## src/rtl/timestamp_uart_rx_pkg.sv

```systemverilog
// Shared definitions for the ASCII timestamp line: control characters,
// receiver bit-FSM states and hex/ASCII conversion helpers. The transmitter
// side uses f_hex2asc, and this receiver uses f_asc2hex.
package timestamp_uart_rx_pkg;

    localparam logic [7:0] C_ASC_CR = 8'h0D;
    localparam logic [7:0] C_ASC_LF = 8'h0A;

    // Byte receiver states
    typedef enum logic [2:0] {
        ST_IDLE,
        ST_START,
        ST_DATA,
        ST_STOP,
        ST_BREAK
    } rx_state_e;

    // Returns {is_hex, nibble}; nibble is 0 when the character is not hex.
    function automatic logic [4:0] f_asc2hex(input logic [7:0] c);
        logic [3:0] nib;
        if (c >= 8'h30 && c <= 8'h39) begin
            return {1'b1, c[3:0]};
        end else if ((c >= 8'h41 && c <= 8'h46) || (c >= 8'h61 && c <= 8'h66)) begin
            // 'A'/'a' have low nibble 1, so adding 9 yields 10..15
            nib = c[3:0] + 4'd9;
            return {1'b1, nib};
        end else begin
            return 5'b0_0000;
        end
    endfunction

    // Upper-case ASCII hex digit for a nibble.
    function automatic logic [7:0] f_hex2asc(input logic [3:0] n);
        if (n < 4'd10) begin
            return 8'h30 + {4'b0000, n};
        end else begin
            return 8'h37 + {4'b0000, n};
        end
    endfunction

endpackage

```

## src/rtl/timestamp_uart_rx_if.sv

```systemverilog
// Bus bundle of the timestamp receiver.
//   CK_EE_i       clock enable (master -> slave)
//   RXD_i         serial line, idle high (master -> slave)
//   BYTE_o        last good received byte
//   BYTE_VALID_o  1-cycle pulse, BYTE_o updated
//   FRAME_ERR_o   1-cycle pulse, stop bit sampled low
//   TIMESTAMPs_o  last accepted timestamp
//   VALID_o       1-cycle pulse, TIMESTAMPs_o updated
//   FMT_ERR_o     1-cycle pulse, line rejected at CR
interface timestamp_uart_rx_if;

    logic        CK_EE_i;
    logic        RXD_i;
    logic [7:0]  BYTE_o;
    logic        BYTE_VALID_o;
    logic        FRAME_ERR_o;
    logic [31:0] TIMESTAMPs_o;
    logic        VALID_o;
    logic        FMT_ERR_o;

    modport slave (
        input  CK_EE_i,
        input  RXD_i,
        output BYTE_o,
        output BYTE_VALID_o,
        output FRAME_ERR_o,
        output TIMESTAMPs_o,
        output VALID_o,
        output FMT_ERR_o
    );

    modport master (
        output CK_EE_i,
        output RXD_i,
        input  BYTE_o,
        input  BYTE_VALID_o,
        input  FRAME_ERR_o,
        input  TIMESTAMPs_o,
        input  VALID_o,
        input  FMT_ERR_o
    );

endinterface

```

## src/rtl/timestamp_uart_rx_byte.sv

```systemverilog
// 8N1 byte receiver: 2-FF synchroniser on RXD_i plus the bit FSM
// (IDLE/START/DATA/STOP/BREAK).
//   CK_i, RST_i   clock, synchronous active-high reset
//   CK_EE_i       clock enable; low => all registers hold, pulses read 0
//   RXD_i         asynchronous serial input, idle high
//   BYTE_o        last good byte
//   BYTE_VALID_o  1-cycle pulse, BYTE_o updated
//   FRAME_ERR_o   1-cycle pulse, stop bit sampled low
module timestamp_uart_rx_byte #(
    parameter int unsigned C_DIV_LEN = 2500
) (
    input  logic       CK_i,
    input  logic       RST_i,
    input  logic       CK_EE_i,
    input  logic       RXD_i,
    output logic [7:0] BYTE_o,
    output logic       BYTE_VALID_o,
    output logic       FRAME_ERR_o
);
    import timestamp_uart_rx_pkg::*;

    localparam int unsigned     C_PW        = (C_DIV_LEN > 1) ? $clog2(C_DIV_LEN) : 1;
    localparam logic [C_PW-1:0] C_LAST      = C_PW'(C_DIV_LEN - 1);
    localparam logic [C_PW-1:0] C_HALF_LAST = C_PW'(C_DIV_LEN / 2 - 1);

    rx_state_e       state_q;
    logic            rxd_m_q;     // metastability stage
    logic            rxd_s_q;     // synchronised line
    logic            rxd_p_q;     // previous rxd_s, for falling-edge detection
    logic [C_PW-1:0] pctr_q;
    logic [2:0]      bit_ctr_q;
    logic [7:0]      shift_q;
    logic [7:0]      byte_q;
    logic            byte_valid_q;
    logic            frame_err_q;

    always_ff @(posedge CK_i) begin
        if (RST_i) begin
            state_q      <= ST_IDLE;
            rxd_m_q      <= 1'b1;
            rxd_s_q      <= 1'b1;
            rxd_p_q      <= 1'b1;
            pctr_q       <= '0;
            bit_ctr_q    <= '0;
            shift_q      <= '0;
            byte_q       <= '0;
            byte_valid_q <= 1'b0;
            frame_err_q  <= 1'b0;
        end else if (CK_EE_i) begin
            rxd_m_q      <= RXD_i;
            rxd_s_q      <= rxd_m_q;
            rxd_p_q      <= rxd_s_q;
            byte_valid_q <= 1'b0;
            frame_err_q  <= 1'b0;

            case (state_q)
                ST_IDLE: begin
                    // A start needs a real 1->0 transition of the synchronised line
                    if (rxd_p_q && !rxd_s_q) begin
                        pctr_q  <= '0;
                        state_q <= ST_START;
                    end
                end

                ST_START: begin
                    if (pctr_q == C_HALF_LAST) begin
                        pctr_q    <= '0;
                        bit_ctr_q <= '0;
                        // Line back high at mid start bit: treat as a glitch
                        state_q   <= rxd_s_q ? ST_IDLE : ST_DATA;
                    end else begin
                        pctr_q <= pctr_q + 1'b1;
                    end
                end

                ST_DATA: begin
                    if (pctr_q == C_LAST) begin
                        pctr_q  <= '0;
                        shift_q <= {rxd_s_q, shift_q[7:1]};
                        if (bit_ctr_q == 3'd7) begin
                            state_q <= ST_STOP;
                        end else begin
                            bit_ctr_q <= bit_ctr_q + 1'b1;
                        end
                    end else begin
                        pctr_q <= pctr_q + 1'b1;
                    end
                end

                ST_STOP: begin
                    if (pctr_q == C_LAST) begin
                        pctr_q <= '0;
                        if (rxd_s_q) begin
                            byte_q       <= shift_q;
                            byte_valid_q <= 1'b1;
                            state_q      <= ST_IDLE;
                        end else begin
                            frame_err_q <= 1'b1;
                            state_q     <= ST_BREAK;
                        end
                    end else begin
                        pctr_q <= pctr_q + 1'b1;
                    end
                end

                ST_BREAK: begin
                    // Swallow a held-low line so it reports a single frame error
                    if (rxd_s_q) begin
                        state_q <= ST_IDLE;
                    end
                end

                default: state_q <= ST_IDLE;
            endcase
        end
    end

    // Pulse flops only clear on enabled cycles, so gating with the enable
    // shows each pulse for exactly one enabled cycle.
    assign BYTE_o       = byte_q;
    assign BYTE_VALID_o = byte_valid_q & CK_EE_i;
    assign FRAME_ERR_o  = frame_err_q & CK_EE_i;

endmodule

```

## src/rtl/timestamp_uart_rx.sv

```systemverilog
// UART receiver and line parser for the ASCII timestamp stream
// (8 hex digits, CR, LF; 8N1, LSB first). Digits are assembled MSB nibble
// first and the word is published on CR.
//   CK_i   system clock
//   RST_i  synchronous active-high reset (wins over CK_EE_i)
//   bus    timestamp_uart_rx_if.slave: CK_EE_i, RXD_i in; BYTE_o,
//          BYTE_VALID_o, FRAME_ERR_o, TIMESTAMPs_o, VALID_o, FMT_ERR_o out
module timestamp_uart_rx #(
    parameter int unsigned C_FCK       = 48_000_000,
    parameter int unsigned C_BAUD_RATE = 19_200
) (
    input  logic                 CK_i,
    input  logic                 RST_i,
    timestamp_uart_rx_if.slave   bus
);
    import timestamp_uart_rx_pkg::*;

    localparam int unsigned C_DIV_LEN = C_FCK / C_BAUD_RATE;

    logic [7:0] rx_byte;
    logic       rx_byte_valid;
    logic       rx_frame_err;

    timestamp_uart_rx_byte #(
        .C_DIV_LEN (C_DIV_LEN)
    ) u_byte (
        .CK_i         (CK_i),
        .RST_i        (RST_i),
        .CK_EE_i      (bus.CK_EE_i),
        .RXD_i        (bus.RXD_i),
        .BYTE_o       (rx_byte),
        .BYTE_VALID_o (rx_byte_valid),
        .FRAME_ERR_o  (rx_frame_err)
    );

    assign bus.BYTE_o       = rx_byte;
    assign bus.BYTE_VALID_o = rx_byte_valid;
    assign bus.FRAME_ERR_o  = rx_frame_err;

    logic [31:0] acc_q,     acc_d;
    logic [3:0]  dcnt_q,    dcnt_d;
    logic        bad_q,     bad_d;
    logic [31:0] ts_q,      ts_d;
    logic        valid_q,   valid_d;
    logic        fmt_err_q, fmt_err_d;
    logic [4:0]  hex;

    always_comb begin
        acc_d     = acc_q;
        dcnt_d    = dcnt_q;
        bad_d     = bad_q;
        ts_d      = ts_q;
        valid_d   = 1'b0;
        fmt_err_d = 1'b0;
        hex       = f_asc2hex(rx_byte);

        if (rx_byte_valid) begin
            if (hex[4]) begin
                acc_d = {acc_q[27:0], hex[3:0]};
                // Saturating at 9 keeps "too many digits" distinguishable from 8
                if (dcnt_q != 4'd9) begin
                    dcnt_d = dcnt_q + 4'd1;
                end
            end else if (rx_byte == C_ASC_CR) begin
                if (dcnt_q == 4'd8 && !bad_q) begin
                    ts_d    = acc_q;
                    valid_d = 1'b1;
                end else begin
                    fmt_err_d = 1'b1;
                end
                acc_d  = '0;
                dcnt_d = '0;
                bad_d  = 1'b0;
            end else if (rx_byte != C_ASC_LF) begin
                bad_d = 1'b1;
            end
        end
    end

    always_ff @(posedge CK_i) begin
        if (RST_i) begin
            acc_q     <= '0;
            dcnt_q    <= '0;
            bad_q     <= 1'b0;
            ts_q      <= '0;
            valid_q   <= 1'b0;
            fmt_err_q <= 1'b0;
        end else if (bus.CK_EE_i) begin
            acc_q     <= acc_d;
            dcnt_q    <= dcnt_d;
            bad_q     <= bad_d;
            ts_q      <= ts_d;
            valid_q   <= valid_d;
            fmt_err_q <= fmt_err_d;
        end
    end

    assign bus.TIMESTAMPs_o = ts_q;
    assign bus.VALID_o      = valid_q & bus.CK_EE_i;
    assign bus.FMT_ERR_o    = fmt_err_q & bus.CK_EE_i;

endmodule

```

## src/flat_wrapper.sv

```systemverilog
// flat-port wrapper written by rule: the top's interface ports become plain ports
module timestamp_uart_rx_flat import timestamp_uart_rx_pkg::*;
#(
    parameter int unsigned C_FCK       = 48_000_000,
    parameter int unsigned C_BAUD_RATE = 19_200
)
  (CK_i, RST_i, bus_CK_EE_i, bus_RXD_i, bus_BYTE_o, bus_BYTE_VALID_o, bus_FRAME_ERR_o, bus_TIMESTAMPs_o, bus_VALID_o, bus_FMT_ERR_o);
  timestamp_uart_rx_if bus_i ();
  input  logic CK_i;
  input  logic RST_i;
  input wire logic [$bits(bus_i.CK_EE_i)-1:0] bus_CK_EE_i;
  input wire logic [$bits(bus_i.RXD_i)-1:0] bus_RXD_i;
  output wire logic [$bits(bus_i.BYTE_o)-1:0] bus_BYTE_o;
  output wire logic [$bits(bus_i.BYTE_VALID_o)-1:0] bus_BYTE_VALID_o;
  output wire logic [$bits(bus_i.FRAME_ERR_o)-1:0] bus_FRAME_ERR_o;
  output wire logic [$bits(bus_i.TIMESTAMPs_o)-1:0] bus_TIMESTAMPs_o;
  output wire logic [$bits(bus_i.VALID_o)-1:0] bus_VALID_o;
  output wire logic [$bits(bus_i.FMT_ERR_o)-1:0] bus_FMT_ERR_o;
  assign bus_i.CK_EE_i = bus_CK_EE_i;
  assign bus_i.RXD_i = bus_RXD_i;
  assign bus_BYTE_o = bus_i.BYTE_o;
  assign bus_BYTE_VALID_o = bus_i.BYTE_VALID_o;
  assign bus_FRAME_ERR_o = bus_i.FRAME_ERR_o;
  assign bus_TIMESTAMPs_o = bus_i.TIMESTAMPs_o;
  assign bus_VALID_o = bus_i.VALID_o;
  assign bus_FMT_ERR_o = bus_i.FMT_ERR_o;
  timestamp_uart_rx #(.C_FCK(C_FCK), .C_BAUD_RATE(C_BAUD_RATE)) u_core (.CK_i(CK_i), .RST_i(RST_i), .bus(bus_i));
endmodule
```

## config.mk

```make
export PLATFORM = sky130hd
export DESIGN_NAME = timestamp_uart_rx_flat
export DESIGN_NICKNAME = d
export VERILOG_FILES = /design/src/rtl/timestamp_uart_rx_pkg.sv /design/src/rtl/timestamp_uart_rx_if.sv /design/src/rtl/timestamp_uart_rx_byte.sv /design/src/rtl/timestamp_uart_rx.sv /design/src/flat_wrapper.sv
export SDC_FILE = /design/constraint.sdc
export NUM_CORES = 1
export LEC_CHECK = 0
export ABC_AREA = 1
export CAP_MARGIN = 20
export CORE_MARGIN = 4
export CORE_UTILIZATION = 60
export CTS_BUF_LIST = sky130_fd_sc_hd__clkbuf_8
export DETAILED_ROUTE_END_ITERATION = 6
export GPL_ROUTABILITY_DRIVEN = 0
export PLACE_DENSITY = 0.84
export SYNTH_ARGS = -nofsm -noshare
export SYNTH_HDL_FRONTEND = slang
export SYNTH_HIERARCHICAL = 1
export SYNTH_SLANG_ARGS = --single-unit
```

## constraint.sdc

```tcl
create_clock -name CK_i -period 3.1 [get_ports CK_i]
set_input_delay 0.775 -clock CK_i [delete_from_list [all_inputs] [get_ports CK_i]]
set_output_delay 0.775 -clock CK_i [all_outputs]
set_load 0.05 [all_outputs]
```

### Yosys cells after proc, flatten, opt, wreduce, memory -nomap -nowiden

Cells that the tools add are included.

| word-level totals | value |
|---|---|
| register bits after elaboration | 110 |
| input bits | 4 |
| word-level logic and storage cells | 113 |

| cells by class | value |
|---|---|
| add/sub/neg operators | 4 |
| magnitude comparators | 6 |
| eq/ne operators | 19 |
| muxes and demuxes | 40 |
| bitwise logic cells | 5 |
| reduce and logical (&&, ||, !) cells | 23 |

Operator list:

| cell | number |
|---|---|
| $mux W32 | 2 |
| $mux W12 | 3 |
| $pmux W12 S3 | 1 |
| $mux W3 | 10 |
| $ge A8 B7 Y1 const B | 2 |
| $le A8 B7 Y1 const B | 2 |
| $mux W1 | 16 |
| $ne A2 B2 Y1 const B | 8 |
| $pmux W3 S5 | 1 |
| $add A12 B1 Y12 const B | 1 |
| $eq A12 B11 Y1 const B | 1 |
| $eq A12 B12 Y1 const B | 1 |
| $mux W4 | 3 |
| $reduce_and A4 Y1 | 3 |
| $mux W5 | 2 |
| $reduce_and A5 Y1 | 2 |
| $reduce_and A3 Y1 | 3 |
| $eq A8 B4 Y1 const B | 1 |
| $ge A8 B6 Y1 const B | 1 |
| $le A8 B6 Y1 const B | 1 |
| $ne A8 B4 Y1 const B | 1 |
| $reduce_and A7 Y1 | 1 |
| $eq A3 B2 Y1 const B | 2 |
| $eq A3 B3 Y1 const B | 2 |
| 17 further kinds | 27 |

### Depth between registers and ports, before layout

| logic depth | value |
|---|---|
| word-level depth | 7 |
| depth in mapped cells | 12 |
| depth with buffers taken out | 11 |

### By module

Netlist, hierarchy kept.

By module, submodules not included:

| module | times used | cells an instance | area an instance (µm²) |
|---|---|---|---|
| timestamp_uart_rx | 1 | 391 | 2,991.6 |
| timestamp_uart_rx_byte | 1 | 302 | 1,974.4 |

### Least setup slack after synthesis

Ideal clock, no wire load.

| timing path | value |
|---|---|
| kind | in2reg |
| from | in bus_CK_EE_i |
| to | reg u_core.acc_q[23] |
| setup time | 0.070 ns |
| arrival time | 2.096 ns |
| path slack | 0.934 ns |
| stages on the path | 11 |
| path buffers | 3 |
| cell sequence | buf_2 nand2_1 inv_1 nand2_1 inv_2 nand2_2 clkinv_2 buf_6 buf_12 nand2_2 a21oi_2 |

| between the ends | value |
|---|---|
| word-level cells in the longest chain between the ends | 2 |

RTL lines:

| element | line | RTL |
|---|---|---|
| start, declared | flat_wrapper.sv:11 | `input wire logic [$bits(bus_i.CK_EE_i)-1:0] bus_CK_EE_i;` |
| $and A1 B1 Y1 | timestamp_uart_rx_byte.sv:121 | `assign BYTE_VALID_o = byte_valid_q & CK_EE_i;` |
| net bus_BYTE_VALID_o | flat_wrapper.sv:14 | `output wire logic [$bits(bus_i.BYTE_VALID_o)-1:0] bus_BYTE_VALID_o;` |
| $reduce_and A3 Y1 (no line) | - |  |
| end signal, assigned | timestamp_uart_rx.sv:82 | `acc_q <= '0;` |
| end signal, assigned | timestamp_uart_rx.sv:89 | `acc_q <= acc_d;` |
| end, declared | timestamp_uart_rx.sv:40 | `logic [31:0] acc_q, acc_d;` |

The timed path passes the listed nets, and every way through them passes these cells.
A chain may end at the register's enable or synchronous reset.

### Worst setup path in the final report

| timing path | value |
|---|---|
| from | reg u_core.u_byte.byte_q[1], in the netlist u_core/u_byte/BYTE_o[1] |
| to | out bus_BYTE_o[1] |

RTL lines:

| element | line | RTL |
|---|---|---|
| start, declared | timestamp_uart_rx_byte.sv:33 | `logic [7:0] byte_q;` |
| start signal, assigned | timestamp_uart_rx_byte.sv:94 | `byte_q <= shift_q;` |
| end, declared | flat_wrapper.sv:13 | `output wire logic [$bits(bus_i.BYTE_o)-1:0] bus_BYTE_o;` |

No word-level cell between the ends.

==> flow_summary.json <==
{
  "drtIter0Drc": 225,
  "yosys_warnings": 6,
  "max_freq_mhz": 407,
  "diodes": 0,
  "ys_seq_elements": 110,
  "hold_viol": 0,
  "vdd_ir_drop_max_mv": 0.291,
  "route.detailed.drc": 0,
  "cts_tree": "yes",
  "criticalPathCategory": "reg -> out",
  "clock_sinks": 110,
  "vias_per_cell": 5.19,
  "finalCritPeriodShare_pct": 79.3,
  "antenna_left": 0,
  "dieArea_mm2": 0.00980,
  "dpl_worst_slack_ns": 0.534,
  "synthCells": 693,
  "path_delay_family": "buffers and inverters",
  "die_h_um": 99.0,
  "setup_tns_ns": 0,
  "powerDensity_mw_per_mm2": 453,
  "antenna_found_initial": 0,
  "p_int_mw": 1.90,
  "setup_violations": 0,
  "grt_pass1_wl_um": 18300,
  "p_clk_share_pct": 34.1,
  "critical_path.max_stage_delay_ns": 0.85,
  "seqPwrFrac_pct": 56.6,
  "die_x_um": 99.0,
  "syn_avg_cell_area_um2": 7.17,
  "tightest_slew_ns": 0.517,
  "dp_hpwl_um": 7360,
  "power_leakage_nw": 2.33,
  "place_area_mm2": 0.00550,
  "crit_required_ns": 2.32,
  "wl_um": 10300,
  "finish.instance_area_mm2": 0.00570,
  "cts_buffers": 9,
  "finalCriticalPeriod_ns": 2.46,
  "wl_per_cell_um": 12.2,
  "final_common_cell": "nand2_1",
  "fin_ws_ns": 0.640,
  "hold_slack_ns": 0.450,
  "h-tree-depth": 3,
  "cts_resized": 0,
  "combPwrFrac_pct": 9.2,
  "cts_buffer_depth": 2,
  "end_kind": "output pin",
  "post_cts_buffers": 0,
  "crit_arrival_ns": 1.68,
  "crit_slowest_cell": "clkdlybuf4s50_1",
  "io_pins": 48,
  "rsz0062_at_grt": "false",
  "num_vias": 4356,
  "p_switching_mw": 0.684,
  "min-delay-path-class": "reg -> reg",
  "cp_max_fo": 6,
  "row_count": 32,
  "slew_headroom_pct": 65.4,
  "setup.worst_path.start_class": "flop",
  "drive_above_1_share_pct": 9.63,
  "slew_violations": 0,
  "sw_frac_of_total_pct": 26.5,
  "finalPower_mw": 2.58,
  "nNetsFinal": 747,
  "clk_latency_ns": 0.37,
  "synth_area_mm2": 0.00497,
  "syn2layout_area_growth_pct": 14.9,
  "ys_types": 34,
  "status": "completed",
  "fin_worst_skew_ns": 0.0124,
  "layout_common_cells": "nand2_1, dfxtp_1, inv_1",
  "grt_pass1_vias": 4265,
  "clk_pin_slew_ns": 0.10,
  "grt_max_degree": 40,
  "fill_cells": 636,
  "cts-root-buf": "clkbuf_8",
  "drv_cap": 0,
  "cp_num_buf_inv": 1,
  "core_mm2": 0.00789,
  "synthesis.nets": 708,
  "placement.io_buffers": 47,
  "holdBufCountCts": 0,
  "ys_seq_area_share_pct": 44.3,
  "start_util_pct": 63.0,
  "crit_chain": "clkdlybuf4s50_1",
  "grt_usage_pct": 22.0,
  "drt_pass1_iterations": 4,
  "grt_overflow": 0
}
## power groups by stage
stage	Combinational (mW)	Clock (mW)	Sequential [mW]
detailed placement	0.237	0	1.49
CTS	0.238	0.901	1.46
global route	0.278	0.952	1.47
global placement	0.228	0	1.49
finish	0.239	0.882	1.46
floorplan	0.197	0	1.49
## cell type report
type                       count  area (µm²)  area share [%]
clock buffer                   9         124            2.17
inverter                     105         395            6.93
multi-input combinational    452        2210            38.8
tap                          102         128            2.24
sequential                   110        2200            38.6
timing repair buffer          54         563            9.87
clock inverter                 7        80.1            1.40
## routing by layer
layer	vias up	part of all wire [%]	global-route usage [%]
li1	2227	-	-
met1	1996	45	27.4
met2	114	49	37.9
met3	19	4.9	4.74
met4	0	1.8	7.04
met5	-	0	0
## worst paths after layout
kind                              start                         end  slack (ns)  cells after the start
max             u_core/u_byte/BYTE_o[1]               bus_BYTE_o[1]        0.64                      1
min          u_core/bus.TIMESTAMPs_o[1]  u_core/bus.TIMESTAMPs_o[1]        0.45                      2
max reg2reg     u_core/u_byte/BYTE_o[0]            u_core/acc_q[20]        1.05                     10
min reg2reg  u_core/bus.TIMESTAMPs_o[1]  u_core/bus.TIMESTAMPs_o[1]        0.45                      2
## kinds of logic (layout without fill, tap and decap cells)
group | Yosys count | after routing | share of synthesized area, %
AO/OA/AOI/OAI | 119 | 119 | 13.1
XOR/XNOR | 7 | 7 | 1.23
adder cells (fa/ha/maj) | 11 | 11 | 2.77
buffers and inverters | 131 | 175 | 11.1
flip-flops | 110 | 110 | 44.3
AND/OR/NAND/NOR | 315 | 315 | 27.5
## synth_stat cells, drive strengths merged
master | number | area, µm²
o21ai | 41 | 205
nor3 | 7 | 40.0
a21oi | 76 | 429
o211ai | 1 | 7.51
dfxtp | 110 | 2200
clkinv | 1 | 5.00
xnor2 | 2 | 17.5
nand4 | 6 | 37.5
o22ai | 1 | 6.26
buf | 19 | 130
or2 | 2 | 12.5
ha | 11 | 138
inv | 104 | 390
clkbuf | 7 | 26.3
nor2 | 88 | 343
nand3 | 37 | 235
nand2 | 175 | 697
xor2 | 5 | 43.8
## state kept, by name, summed over array words and instances (netlist names)
signal	flops
u_core/u_byte/shift_q	8
u_core/u_byte/bit_ctr_q	3
u_core/u_byte/rxd_p_q	1
u_core/u_byte/rxd_s_q	1
u_core/u_byte/pctr_q	12
u_core/u_byte/state_q	3
u_core/dcnt_q	4
u_core/u_byte/frame_err_q	1
u_core/valid_q	1
u_core/fmt_err_q	1
u_core/u_byte/rxd_m_q	1
u_core/u_byte/byte_valid_q	1
u_core/acc_q	32
u_core/bad_q	1
u_core/bus.TIMESTAMPs_o	32
u_core/u_byte/BYTE_o	8
## through the flow
| step | util (%) | std cells |
|---|---|---|
| final | 72.3 | 839 |
| after global routing | 72.3 | 839 |
| after CTS | 72.3 | 839 |
| after detailed placement | 69.7 | 823 |
| after global placement | 69.7 | 823 |
| after floorplan | - | 693 |
Power figures use the tool's default switching activity.
